[src/rtl/aes_core_sequencer.sv]
// Host-side sequencer for the iterative AES core: takes one request, pulses load,
// tracks the busy window with timeouts and returns the ciphertext on a response port.
module aes_core_sequencer #(
  parameter int unsigned KEY_W     = 128,
  parameter int unsigned DATA_W    = 128,
  parameter int unsigned BUSY_WAIT = 4,
  parameter int unsigned TIMEOUT   = 64,
  parameter int unsigned CNT_W     = 16
) (
  input  logic              clk,
  input  logic              rst_i,
  input  logic              req_valid_i,
  output logic              req_ready_o,
  input  logic [KEY_W-1:0]  req_key_i,
  input  logic [DATA_W-1:0] req_data_i,
  output logic              rsp_valid_o,
  input  logic              rsp_ready_i,
  output logic [DATA_W-1:0] rsp_data_o,
  output logic              rsp_timeout_o,
  output logic              core_load_o,
  output logic [KEY_W-1:0]  core_key_o,
  output logic [DATA_W-1:0] core_data_o,
  input  logic [DATA_W-1:0] core_data_i,
  input  logic              core_busy_i,
  output logic [CNT_W-1:0]  done_cnt_o,
  output logic [CNT_W-1:0]  err_cnt_o
);

  localparam int unsigned MaxWait = (BUSY_WAIT > TIMEOUT) ? BUSY_WAIT : TIMEOUT;
  localparam int unsigned TimerW  = (MaxWait > 1) ? $clog2(MaxWait) : 1;
  localparam logic [TimerW-1:0] BusyLast = TimerW'(BUSY_WAIT - 1);
  localparam logic [TimerW-1:0] RunLast  = TimerW'(TIMEOUT - 1);

  typedef enum logic [2:0] {StIdle, StLoad, StWaitBusy, StRun, StResp} state_e;

  state_e              state_q, state_d;
  logic [TimerW-1:0]   timer_q, timer_d;
  logic                req_ready_q, req_ready_d;
  logic                rsp_valid_q, rsp_valid_d;
  logic [DATA_W-1:0]   rsp_data_q, rsp_data_d;
  logic                rsp_timeout_q, rsp_timeout_d;
  logic                core_load_q, core_load_d;
  logic [KEY_W-1:0]    core_key_q, core_key_d;
  logic [DATA_W-1:0]   core_data_q, core_data_d;
  logic [CNT_W-1:0]    done_cnt_q, done_cnt_d;
  logic [CNT_W-1:0]    err_cnt_q, err_cnt_d;
  logic                accept;

  assign accept = (state_q == StIdle) && req_valid_i && req_ready_q;

  always_ff @(posedge clk) begin
    if (rst_i) begin
      state_q       <= StIdle;
      timer_q       <= '0;
      req_ready_q   <= 1'b0;
      rsp_valid_q   <= 1'b0;
      rsp_data_q    <= '0;
      rsp_timeout_q <= 1'b0;
      core_load_q   <= 1'b0;
      core_key_q    <= '0;
      core_data_q   <= '0;
      done_cnt_q    <= '0;
      err_cnt_q     <= '0;
    end else begin
      state_q       <= state_d;
      timer_q       <= timer_d;
      req_ready_q   <= req_ready_d;
      rsp_valid_q   <= rsp_valid_d;
      rsp_data_q    <= rsp_data_d;
      rsp_timeout_q <= rsp_timeout_d;
      core_load_q   <= core_load_d;
      core_key_q    <= core_key_d;
      core_data_q   <= core_data_d;
      done_cnt_q    <= done_cnt_d;
      err_cnt_q     <= err_cnt_d;
    end
  end

  always_comb begin
    state_d = state_q;
    timer_d = timer_q;
    case (state_q)
      StIdle: begin
        if (accept) state_d = StLoad;
      end
      StLoad: begin
        timer_d = '0;
        state_d = StWaitBusy;
      end
      StWaitBusy: begin
        if (core_busy_i) begin
          timer_d = '0;
          state_d = StRun;
        end else if (timer_q == BusyLast) begin
          state_d = StResp;
        end else begin
          timer_d = timer_q + TimerW'(1);
        end
      end
      StRun: begin
        if (!core_busy_i || (timer_q == RunLast)) begin
          state_d = StResp;
        end else begin
          timer_d = timer_q + TimerW'(1);
        end
      end
      StResp: begin
        if (rsp_ready_i) state_d = StIdle;
      end
      default: state_d = StIdle;
    endcase
  end

  // Outputs are computed from the next state so every port comes straight from a flop.
  always_comb begin
    req_ready_d   = (state_d == StIdle) && !core_busy_i;
    rsp_valid_d   = (state_d == StResp);
    core_load_d   = (state_d == StLoad);
    rsp_data_d    = rsp_data_q;
    rsp_timeout_d = rsp_timeout_q;
    core_key_d    = core_key_q;
    core_data_d   = core_data_q;
    done_cnt_d    = done_cnt_q;
    err_cnt_d     = err_cnt_q;
    case (state_q)
      StIdle: begin
        if (accept) begin
          core_key_d  = req_key_i;
          core_data_d = req_data_i;
        end
      end
      StWaitBusy: begin
        if (!core_busy_i && (timer_q == BusyLast)) begin
          rsp_data_d    = '0;
          rsp_timeout_d = 1'b1;
        end
      end
      StRun: begin
        if (!core_busy_i) begin
          rsp_data_d    = core_data_i;
          rsp_timeout_d = 1'b0;
        end else if (timer_q == RunLast) begin
          rsp_data_d    = '0;
          rsp_timeout_d = 1'b1;
        end
      end
      StResp: begin
        if (rsp_ready_i) begin
          if (rsp_timeout_q) err_cnt_d = err_cnt_q + CNT_W'(1);
          else               done_cnt_d = done_cnt_q + CNT_W'(1);
        end
      end
      default: ;
    endcase
  end

  assign req_ready_o   = req_ready_q;
  assign rsp_valid_o   = rsp_valid_q;
  assign rsp_data_o    = rsp_data_q;
  assign rsp_timeout_o = rsp_timeout_q;
  assign core_load_o   = core_load_q;
  assign core_key_o    = core_key_q;
  assign core_data_o   = core_data_q;
  assign done_cnt_o    = done_cnt_q;
  assign err_cnt_o     = err_cnt_q;

endmodule

[config.mk]
export PLATFORM = sky130hd
export DESIGN_NAME = aes_core_sequencer
export DESIGN_NICKNAME = d
export VERILOG_FILES = /design/src/rtl/aes_core_sequencer.sv
export SDC_FILE = /design/constraint.sdc
export NUM_CORES = 1
export LEC_CHECK = 0
export ABC_AREA = 1
export ABC_CLOCK_PERIOD_IN_PS = 2050
export CAP_MARGIN = 15
export CORE_AREA = 2 2 311 313
export CTS_CLUSTER_SIZE = 14
export DETAILED_ROUTE_END_ITERATION = 7
export DIE_AREA = 0 0 313 315
export REMOVE_ABC_BUFFERS = 1
export SETUP_SLACK_MARGIN = 0.4
export SYNTH_ARGS = -nofsm -noshare
export SYNTH_HDL_FRONTEND = slang
export SYNTH_SLANG_ARGS = --single-unit
export TNS_END_PERCENT = 1
[constraint.sdc]
create_clock -name clk -period 2.05 [get_ports clk]
set_clock_uncertainty 0.2 [all_clocks]
set_input_delay 0.3075 -clock clk [delete_from_list [all_inputs] [get_ports clk]]
set_output_delay 0.3075 -clock clk [all_outputs]
set_load 0.01 [all_outputs]
Word level (Yosys, flattened, before mapping)
Cells that the tools add are included.
{"block": "op_classes", "n_addsub": 3, "multipliers": 0, "div": 0, "magnitude_cmp": 0, "eq_ne": 12, "n_shift": 0, "muxes": 18, "n_bitwise": 1, "n_reduce_logical": 15}
{"operator": "$mux W128", "count": 3}
{"operator": "$pmux W128 S2", "count": 1}
{"operator": "$add A16 B1 Y16 const B", "count": 2}
{"operator": "$mux W6", "count": 3}
{"operator": "$pmux W6 S3", "count": 1}
{"operator": "$mux W3", "count": 5}
{"operator": "$pmux W3 S5", "count": 1}
{"operator": "$reduce_and A3 Y1", "count": 4}
{"operator": "$add A6 B1 Y6 const B", "count": 1}
{"operator": "$eq A3 B1 Y1 const B", "count": 2}
{"operator": "$eq A3 B2 Y1 const B", "count": 2}
{"operator": "$eq A3 B3 Y1 const B", "count": 2}
{"operator": "$eq A6 B2 Y1 const B", "count": 1}
{"operator": "$eq A6 B6 Y1 const B", "count": 1}
{"operator": "$logic_not A3 Y1", "count": 2}
{"operator": "$ne A3 B3 Y1 const B", "count": 2}
{"operator": "$logic_and A1 B1 Y1", "count": 4}
{"operator": "$ne A2 B2 Y1 const B", "count": 2}
{"operator": "$mux W1", "count": 3}
{"operator": "$reduce_bool A3 Y1", "count": 1}
{"operator": "$pmux W1 S2", "count": 1}
{"operator": "$reduce_and A2 Y1", "count": 1}
{"operator": "$reduce_bool A2 Y1", "count": 1}
{"operator": "$logic_not A1 Y1", "count": 1}
{"operator": "2 further kinds", "count": 2}
{"block": "word_totals", "regBits": 429, "latchBits": 0, "mem_bits_rw": 0, "rom_bits": 0, "inputBits": 389, "output_inout_bits": 420, "word_cells": 60, "memories": 0}

Longest topological paths before layout
Gate-level depths: netlist (run 1).
{"block": "depth", "word_depth": 7, "depth_mapped": 10, "mapped_depth_nobuf": 9}

Worst setup path before layout (run 1)
OpenSTA, ideal clock, no wires.
{"block": "synth_timing", "kind": "register to register", "startpoint": "reg timer_q[0]", "endpoint": "reg rsp_data_q[119], in the netlist rsp_data_o[119]", "setup_time_ns": 0.132, "arrival_ns": 1.401, "required_time_ns": 1.718, "path_slack_ns": 0.317, "path_stages_with_launch": 11, "path_buffers": 2, "path_cell_list": "dfxtp_1 ha_1 nand2_1 nor2_1 nand2_1 nand2_1 nand2_2 buf_4 buf_2 nand3_1 a21oi_1"}
{"block": "synth_via", "elab_chain_len": 4}
{"element": "from (decl)", "line_no": "37", "rtl": "logic [TimerW-1:0] timer_q, timer_d;"}
{"element": "from (signal assigned)", "line_no": "66", "rtl": "timer_q <= timer_d;"}
{"element": "$eq A6 B2 Y1", "line_no": "133", "rtl": "if (!core_busy_i && (timer_q == BusyLast)) begin"}
{"element": "$logic_and A1 B1 Y1", "line_no": "133"}
{"element": "$ne A2 B2 Y1 (no source line)"}
{"element": "$reduce_and A3 Y1 (no source line) *"}
{"element": "to (signal assigned)", "line_no": "69", "rtl": "rsp_data_q <= rsp_data_d;"}
{"element": "to (decl)", "line_no": "40", "rtl": "logic [DATA_W-1:0] rsp_data_q, rsp_data_d;"}
Mark *: on every way between the ends. The rest lies on a longest branch, timed or not.
A chain may end at the register's enable or synchronous reset.

Worst setup path after layout (run 1)
{"block": "layout_timing", "startpoint": "reg core_data_q[21], in the netlist core_data_o[21]", "endpoint": "out core_data_o[21]"}
{"element": "from (decl)", "line_no": "44", "rtl": "logic [DATA_W-1:0] core_data_q, core_data_d;"}
{"element": "from (signal assigned)", "line_no": "73", "rtl": "core_data_q <= core_data_d;"}
{"element": "to (decl)", "line_no": "22", "rtl": "output logic [DATA_W-1:0] core_data_o,"}
No word-level cell between the ends.

==> results of run 1 <==
[power groups by stage]
stage | Clock [W] | Sequential [W] | Combinational, W
2_1_floorplan | 0 | 0.00951 | 0.00111
3_3_place_gp | 0 | 0.00930 | 0.00384
3_5_place_dp | 0 | 0.00932 | 0.00382
4_1_cts | 0.0116 | 0.00915 | 0.00376
5_1_grt | 0.0118 | 0.00920 | 0.00418
6_report | 0.0112 | 0.00915 | 0.00381
[cell type report]
class | count | share of cell area
sequential | 429 | 0.300
tap | 1276 | 0.0553
timing repair buffer | 1013 | 0.344
multi-input combinational | 1394 | 0.220
inverter | 42 | 0.00663
antenna | 12 | 0.00104
clock inverter | 39 | 0.0230
clock buffer | 63 | 0.0501
[through the flow]
stage                util  instances
floorplan               -       1862
global placement    0.268       4038
detailed placement  0.268       4038
CTS                 0.297       4243
global route        0.302       4266
finish              0.302       4268
[cells by family (layout without fill, tap and decap cells)]
| kind of cell | after synthesis | in the layout | share of synthesized area |
|---|---|---|---|
| other | 0 | 12 | 0 |
| buffers and inverters | 188 | 1157 | 0.0531 |
| AO/OA/AOI/OAI | 418 | 418 | 0.135 |
| flip-flops | 429 | 429 | 0.553 |
| XOR/XNOR | 6 | 6 | 0.00338 |
| adder cells (fa/ha/maj) | 3 | 3 | 0.00242 |
| AND/OR/NAND/NOR | 964 | 967 | 0.253 |
[per-layer routing]
layer	global-route usage	vias up	wire [um]
li1	-	8461	-
met1	0.170	8014	30900
met2	0.243	679	37200
met3	0.0681	148	8160
met4	0.0595	12	2940
met5	0	-	69
[registers in the layout, indices dropped and copies added, names as in the netlist]
name	count
core_data_o	128
state_q	3
err_cnt_o	16
rsp_data_o	128
rsp_timeout_o	1
timer_q	6
req_ready_o	1
core_load_o	1
done_cnt_o	16
rsp_valid_o	1
core_key_o	128
[layout by cell type, fill, tap and decap left out, types with 9 or more instances in the layout]
cell type | Yosys | routed
dlygate4sd2_1 | 0 | 143
dfxtp_1 | 429 | 383
clkbuf_16 | 0 | 61
dfxtp_4 | 0 | 9
o21ai_1 | 71 | 85
clkdlybuf4s15_2 | 0 | 105
buf_12 | 0 | 26
buf_4 | 11 | 67
nor2_1 | 569 | 564
dfxtp_2 | 0 | 37
clkdlybuf4s15_1 | 0 | 71
a21oi_1 | 147 | 146
nand4_1 | 10 | 10
bufinv_16 | 0 | 14
nand3_1 | 151 | 149
buf_2 | 53 | 91
buf_6 | 1 | 11
nand2_1 | 204 | 200
nor3_1 | 13 | 12
diode_2 | 0 | 12
dlygate4sd3_1 | 0 | 99
o21ai_0 | 194 | 178
inv_1 | 38 | 37
clkdlybuf4s50_1 | 0 | 386
[how the worst max path moves through the flow]
stage | cells past startpoint | startpoint | end
2_1_floorplan | 8 | state_q[0] | req_ready_o
3_3_place_gp | 7 | req_valid_i | core_key_o[124]
3_5_place_dp | 7 | req_valid_i | core_key_o[124]
4_1_cts | 1 | core_key_o[89] | core_key_o[89]
5_1_grt | 1 | core_key_o[119] | core_key_o[119]
6_report | 1 | core_data_o[21] | core_data_o[21]
[tightest hold or removal path: stages]
cell and delay (ns):
clkdlybuf4s50_1 0.40, nand2_1 0.07, a21oi_1 0.05
[what timing repair did]
item	CTS	global route
gates resized for setup	1112	46
setup buffers	1	3
cloned	3	10
pin swaps	3	8
setup endpoints to repair	846	845
endpoints found under the hold margin	112	0
hold buffers	99	0
==> results_dict.tcl, run 1 <==
set metrics [dict create \
    outcome "finished clean" \
    start_util 0.162 \
    cellInternalPower_w 0.0177 \
    holdPathStages 3 \
    slew_headroom 0.573 \
    timing.rr.end "rsp_data_o[37]" \
    pwr_density_cell_nw_per_um2 836 \
    place_ws_ns -0.169 \
    synth_edf_count 0 \
    finalSetupTns_ns 0 \
    final_area_um2 28900 \
    worst_hold_slack_ns 0.0551 \
    clock_path_buffers 3 \
    combPwrFrac 0.158 \
    synthDistinctLibCells 33 \
    rsz0062_at_grt "true" \
    grt_overflow 0 \
    hpwl_um 58100 \
    synth.most_common_cell "nor2_1" \
    fillers 10100 \
    ff2ff_path_depth 9 \
    rows 114 \
    syn_avg_cell_area_um2 7.74 \
    placed_area_um2 25600 \
    cts-root-buf "clkbuf_16" \
    area_delta_synth_final_pct 85.8 \
    critical_path_class "reg2out" \
    swShare 0.266 \
    ys.warnings.count 0 \
    yosysTopAreaCell "dfxtp_1" \
    whs_endpoint "rsp_data_o[93]" \
    cts.sink_count 429 \
    grt_pass1_wl_um 110000 \
    crit_chain "clkdlybuf4s15_1" \
    synth_flop_cell "dfxtp_1" \
    synth_top_area_share 0.553 \
    seq_area_um2 8670 \
    rrSetupSlack_ns 0.28 \
    seqPwrFrac 0.379 \
    dieHeight_um 315 \
    post_drt_wl_per_cell_um 18.6 \
    postSynthCellCount 2008 \
    gp_congestion 0.860 \
    min_from "core_data_i[93]" \
    period_needed_ns 1.78 \
    cp_num_buf_inv 1 \
    grt.total_usage 0.150 \
    drtIter0Drc 1009 \
    coreArea_um2 95700 \
    p_clk_frac 0.463 \
    fmax_ghz 0.563 \
    synth_seq_cells 429 \
    antenna_left 0 \
    ios 809 \
    setup_slack_ns 0.273 \
    async_flop_share 0 \
    portBuffers 808 \
    clkLatencyLatePin_ns 0.64 \
    maxCapViolations 0 \
    path_clk_slew_ns 0.07 \
    routed_via_density 4.06 \
    setup_violations 0 \
    routed_wl_um 79300 \
    holdCritPathClass "in2reg" \
    ys_seq_area_frac 0.553 \
    cp.required_ns 1.54 \
    dieArea_um2 98600 \
    cpMaxStageDelayCell "dfxtp_1" \
    synthTopCellsByArea "dfxtp_1 55%, nor2_1 14%, o21ai_0 6.2%" \
    hold_violations 0 \
    htreeDepth 2 \
    antenna_found_initial 23 \
    cts_tree "yes" \
    synth_commonest_cells "569 x nor2_1, 429 x dfxtp_1, 204 x nand2_1" \
    grt_start_max_net_pins 120 \
    drcViolationCount 0 \
    drive_gt1_frac 0.166 \
    p_sw_w 0.00641 \
    vdd_ir_drop_max_mv 0.610 \
    cp.arrival_ns 1.27 \
    multi_input_area_um2 6340 \
    vias 17300 \
    cp_top_family "flip-flops" \
    p_leak_nw 11.5 \
    critPathMaxStageDelay_ns 0.34 \
    synth_area_um2 15500 \
    maxSlewViolCount 0 \
    numCtsBuffers 54 \
    die_w_um 313 \
    fin_crit_sh 0.867 \
    firstDrtPassIters 5 \
    end_kind "primary output" \
    worst-slew-pin-transition_ns 0.641 \
    finalPower_w 0.0241 \
    grt_pass1_vias 16600 \
    crit_fanout 2 \
    cp-start-kind "flip-flop" \
    r2r-start "timer_q[0]" \
    final_net_count 3326 \
]
No activity file was read; power rests on OpenSTA's default activity.
==> inputs of run 2 (changes only) <==
--- a/config.mk
+++ b/config.mk
@@ -9,9 +9,11 @@
 export ABC_CLOCK_PERIOD_IN_PS = 2050
 export CAP_MARGIN = 15
 export CORE_AREA = 2 2 311 313
+export CTS_CLUSTER_DIAMETER = 40
 export CTS_CLUSTER_SIZE = 14
 export DETAILED_ROUTE_END_ITERATION = 7
 export DIE_AREA = 0 0 313 315
+export MAX_ROUTING_LAYER = met4
 export REMOVE_ABC_BUFFERS = 1
 export SETUP_SLACK_MARGIN = 0.4
 export SYNTH_ARGS = -nofsm -noshare
==> results_dict.tcl, run 2 (same netlist as run 1, synthesis figures left out) <==
set metrics [dict create \
    portBuffers 808 \
    holdPathStages 3 \
    met3_usage 0.0718 \
    path_clk_slew_ns 0.05 \
    antenna_left 0 \
    grt_start_max_net_pins 120 \
    mostFrequentLayoutCells "563 x nor2_1, 386 x clkdlybuf4s50_1, 382 x dfxtp_1" \
    fmax_ghz 0.551 \
    slew_headroom 0.569 \
    rrSetupSlack_ns 0.23 \
    whs_endpoint "core_data_o[0]" \
    grt_util_met2 0.242 \
    cp-start-kind "flip-flop" \
    rsz0062_at_grt "true" \
    outcome "finished clean" \
    crit_fanout 10 \
    clock_path_buffers 3 \
    htreeDepth 3 \
    placed_cells 4038 \
    gp_congestion 0.874 \
    maxCapViolations 0 \
    setup_violations 0 \
    coreArea_um2 95700 \
    grt_overflow 0 \
    finalPower_w 0.0269 \
    numCtsBuffers 81 \
    cts-root-buf "clkbuf_16" \
    hpwl_um 58100 \
    holdCritPathClass "in2reg" \
    cp.required_ns 2.34 \
    fin_crit_sh 0.886 \
    maxSlewViolCount 0 \
    grt.busiest_layer "met2" \
    routed_via_density 4.07 \
    fin_cells 4309 \
    min_from "req_data_i[0]" \
    drtIter0Drc 1127 \
    p_leak_nw 11.6 \
    r2r-start "timer_q[0]" \
    critical_path_class "reg2reg" \
    vdd_ir_drop_max_mv 0.612 \
    start_util 0.162 \
    grt_pass1_wl_um 111000 \
    layout_commonest_cell "nor2_1" \
    pwr_density_cell_nw_per_um2 919 \
    clkLatencyLatePin_ns 0.64 \
    gr-usage-met1 0.172 \
    area_delta_synth_final_pct 88.5 \
    firstDrtPassIters 5 \
    drcViolationCount 0 \
    dieHeight_um 315 \
    fillers 10100 \
    ios 809 \
    end_kind "flip-flop" \
    period_needed_ns 1.82 \
    grt_pass1_vias 16900 \
    cts_tree "yes" \
    drive_gt1_frac 0.202 \
    cts.sink_count 429 \
    dieArea_um2 98600 \
    rows 114 \
    final_net_count 3345 \
    die_w_um 313 \
    post_drt_wl_per_cell_um 18.7 \
    hold_violations 0 \
    vias 17500 \
    ff2ff_path_depth 9 \
    worst-slew-pin-transition_ns 0.647 \
    finalSetupTns_ns 0 \
    routed_wl_um 80500 \
    cp.arrival_ns 2.10 \
    timing.rr.end "rsp_data_o[18]" \
    grt.total_usage 0.156 \
    antenna_found_initial 21 \
]
run 2: cell count changes in the layout (fill, tap and decap cells not counted), sizes merged:
cell           previous run  this run
buf                     200       223
inv                      50        52
clkinv                   11        25
clkbuf                   71       179
clkdlybuf4s18             0         1
clkinvlp                  6         9
bufinv                   14         9
clkdlybuf4s15           176       160
nor2                    573       574
diode                    12        16
dlygate4sd2             143        66
dlygate4sd3              99        82
run 2: area by class of cell:
type,count,area [um^2],share of cell area
clock buffers,94,2150,0.0733
inverters,42,198,0.00675
flip-flops and latches,429,8670,0.296
well taps,1276,1600,0.0545
repair buffers,1004,9490,0.324
diodes,16,40.0,0.00137
clock inverters,53,708,0.0242
multi-input cells,1395,6430,0.220
run 2: how the worst max path moves through the flow:
| stage | to | start | cells past startpoint | slack (ns) |
|---|---|---|---|---|
| 3_3_place_gp | core_key_o[124] | req_valid_i | 7 | -0.15 |
| 5_1_grt | rsp_data_o[16] | timer_q[0] | 9 | 0.19 |
| 4_1_cts | core_data_o[100] | core_data_o[100] | 1 | 0.23 |
| 6_report | rsp_data_o[18] | timer_q[0] | 9 | 0.23 |
| 3_5_place_dp | core_key_o[124] | req_valid_i | 7 | -0.17 |
| 2_1_floorplan | req_ready_o | state_q[0] | 8 | -5.13 |
run 2: metrics by stage:
| step | util | hold slack, ns | setup slack (ns) | area [um^2] |
|---|---|---|---|---|
| 2_1_floorplan | - | 0.177 | -5.13 | 14900 |
| 4_1_cts | 0.305 | 0.000178 | 0.233 | 29100 |
| 3_3_place_gp | 0.268 | 0.262 | -0.154 | 25600 |
| 6_report | 0.306 | 0.0558 | 0.234 | 29300 |
| 3_5_place_dp | 0.268 | 0.269 | -0.169 | 25600 |
| 5_1_grt | 0.306 | 0.0333 | 0.193 | 29300 |
run 2: routing by layer:
layer / part of all wire / wire, um
met2: 0.47 / 37700
met5: 0 / 0
met1: 0.39 / 31500
met4: 0.035 / 2790
met3: 0.11 / 8470
run 2: what timing repair did:
item,in CTS,in global routing
gates resized for setup,1112,249
hold buffers,82,0
pin swaps,3,13
buffers inserted,2,9
endpoints found under the setup margin,846,844
hold endpoints to repair,96,0
cloned,3,12
run 2: report_power, final:
part / internal, W / total, W / switching, W
clock: 0.00880 / 0.0139 / 0.00508
sequential: 0.00887 / 0.00917 / 0.000295
combinational: 0.00194 / 0.00386 / 0.00192
total: 0.0196 / 0.0269 / 0.00729
run 2: critical path: stages, from the launching register on:
cell and delay [ns]:
dfxtp_4 0.36, ha_4 0.15, nand2_1 0.06, nor2_2 0.17
nand2_4 0.11, nand2_8 0.13, nand2_8 0.11, buf_12 0.17
nand3_1 0.10, a21oi_1 0.09
==> inputs of run 3 (changes only) <==
--- a/config.mk
+++ b/config.mk
@@ -14,6 +14,7 @@
 export DETAILED_ROUTE_END_ITERATION = 7
 export DIE_AREA = 0 0 313 315
 export MAX_ROUTING_LAYER = met4
+export PLACE_DENSITY_LB_ADDON = 0.25
 export REMOVE_ABC_BUFFERS = 1
 export SETUP_SLACK_MARGIN = 0.4
 export SYNTH_ARGS = -nofsm -noshare
==> results_dict.tcl, run 3 (same netlist as run 1, synthesis figures left out) <==
set metrics [dict create \
    outcome "finished clean" \
    vias 17300 \
    grt_start_max_net_pins 94 \
    coreArea_um2 95700 \
    clock_path_buffers 3 \
    die_w_um 313 \
    path_clk_slew_ns 0.05 \
    maxSlewViolCount 0 \
    firstDrtPassIters 5 \
    rows 114 \
    routed_wl_um 78000 \
    ios 809 \
    cts-root-buf "clkbuf_16" \
    start_util 0.162 \
    critical_path_class "reg2reg" \
    grt.total_usage 0.153 \
    setup_violations 0 \
    maxCapViolations 0 \
    post_drt_wl_per_cell_um 17.9 \
    cts_tree "yes" \
    fin_crit_sh 0.861 \
    hold_violations 0 \
    cp.required_ns 2.41 \
    cp-start-kind "flip-flop" \
    grt_overflow 0 \
    slew_headroom 0.607 \
    fmax_ghz 0.567 \
    final_area_um2 29600 \
    fin_cells 4362 \
    drive_gt1_frac 0.249 \
    crit_fanout 7 \
    end_kind "flip-flop" \
    place_ws_ns -0.131 \
    mostFrequentLayoutCells "566 x nor2_1, 387 x clkdlybuf4s50_1, 376 x dfxtp_1" \
    worst-slew-pin-transition_ns 0.589 \
    numCtsBuffers 92 \
    holdCritPathClass "in2reg" \
    cp.arrival_ns 2.13 \
    setup_slack_ns 0.286 \
    fillers 10400 \
    placed_area_um2 25800 \
    portBuffers 808 \
    layout_commonest_cell "nor2_1" \
    clkLatencyLatePin_ns 0.64 \
    period_needed_ns 1.76 \
    pwr_density_cell_nw_per_um2 953 \
    htreeDepth 3 \
    dieHeight_um 315 \
    drcViolationCount 0 \
    p_leak_nw 11.7 \
    final_net_count 3381 \
    gp_congestion 0.821 \
    grt_pass1_vias 17300 \
    antenna_left 0 \
    dieArea_um2 98600 \
    hpwl_um 58300 \
    antenna_found_initial 29 \
    rsz0062_at_grt "true" \
    vdd_ir_drop_max_mv 1.00 \
    area_delta_synth_final_pct 90.4 \
    grt_pass1_wl_um 111000 \
    routed_via_density 3.97 \
    cts.sink_count 429 \
    drtIter0Drc 713 \
    placed_cells 4045 \
    finalSetupTns_ns 0 \
]
[run 3: cell types whose count changed in the layout (fill, tap and decap cells not counted), sizes merged, moves of 2 or more]
cell           delta
dlygate4sd2      -62
clkinv            -7
clkbuf          +173
buf              -18
dlygate4sd3      +26
nand2             -2
inv               -4
clkdlybuf4s15    -62
bufinv            +2
diode             +7
[run 3: timing repair]
action	in CTS	in global routing
hold buffers	108	0
hold endpoints to repair	128	0
cloned	2	9
setup endpoints to repair	835	844
buffers inserted	3	4
resized for setup	908	585
pin swaps	3	17
[run 3: area by class of cell]
class                           instances  area (um^2)  area share
Antenna cell                           23         57.6     0.00195
Clock buffer                          123         2630      0.0889
Clock inverter                         45          618      0.0209
Inverter                               42          178     0.00600
Multi-Input combinational cell       1392         6570       0.222
Sequential cell                       429         8690       0.294
Tap cell                             1276         1600      0.0540
Timing Repair Buffer                 1032         9250       0.313
[run 3: stage by stage]
stage                     hold WS (ns)  total power [W]  utilization
final                           0.0548           0.0282        0.309
after floorplan                  0.177           0.0106            -
after CTS                     0.000294           0.0288        0.314
after detailed placement         0.269           0.0131        0.269
after global placement           0.261           0.0131        0.269
after global routing            0.0183           0.0294        0.309
[run 3: critical path, stage by stage (launching register included)]
cell,delay [ns]
dfxtp_4,0.34
ha_4,0.17
nand2_4,0.06
nor2_4,0.04
nand2_2,0.09
nand2_4,0.07
nand2_8,0.12
buf_12,0.17
clkbuf_16,0.17
nand3_2,0.08
a21oi_2,0.15
[run 3: metal layers]
metal | share of wire | up-vias | GRT usage
met3 | 0.10 | 135 | 0.0714
met2 | 0.49 | 646 | 0.253
met5 | 0 | - | -
met4 | 0.029 | 0 | 0.0592
met1 | 0.38 | 7914 | 0.158
li1 | - | 8638 | -
[run 3: final timing paths]
kind / start / endpoint / slack (ns) / depth (start not counted)
worst min-delay path: core_data_i[43] / rsp_data_o[43] / 0.05 / 3
worst min register to register: err_cnt_o[3] / err_cnt_o[3] / 0.27 / 1
worst max-delay path: timer_q[1] / rsp_data_o[106] / 0.29 / 10
worst max register to register: timer_q[1] / rsp_data_o[106] / 0.29 / 10
[run 3: report_power, final]
part / total (W) / switching [W] / internal (W)
registers: 0.00916 / 0.000281 / 0.00888
clock network: 0.0154 / 0.00504 / 0.0104
logic: 0.00363 / 0.00177 / 0.00186
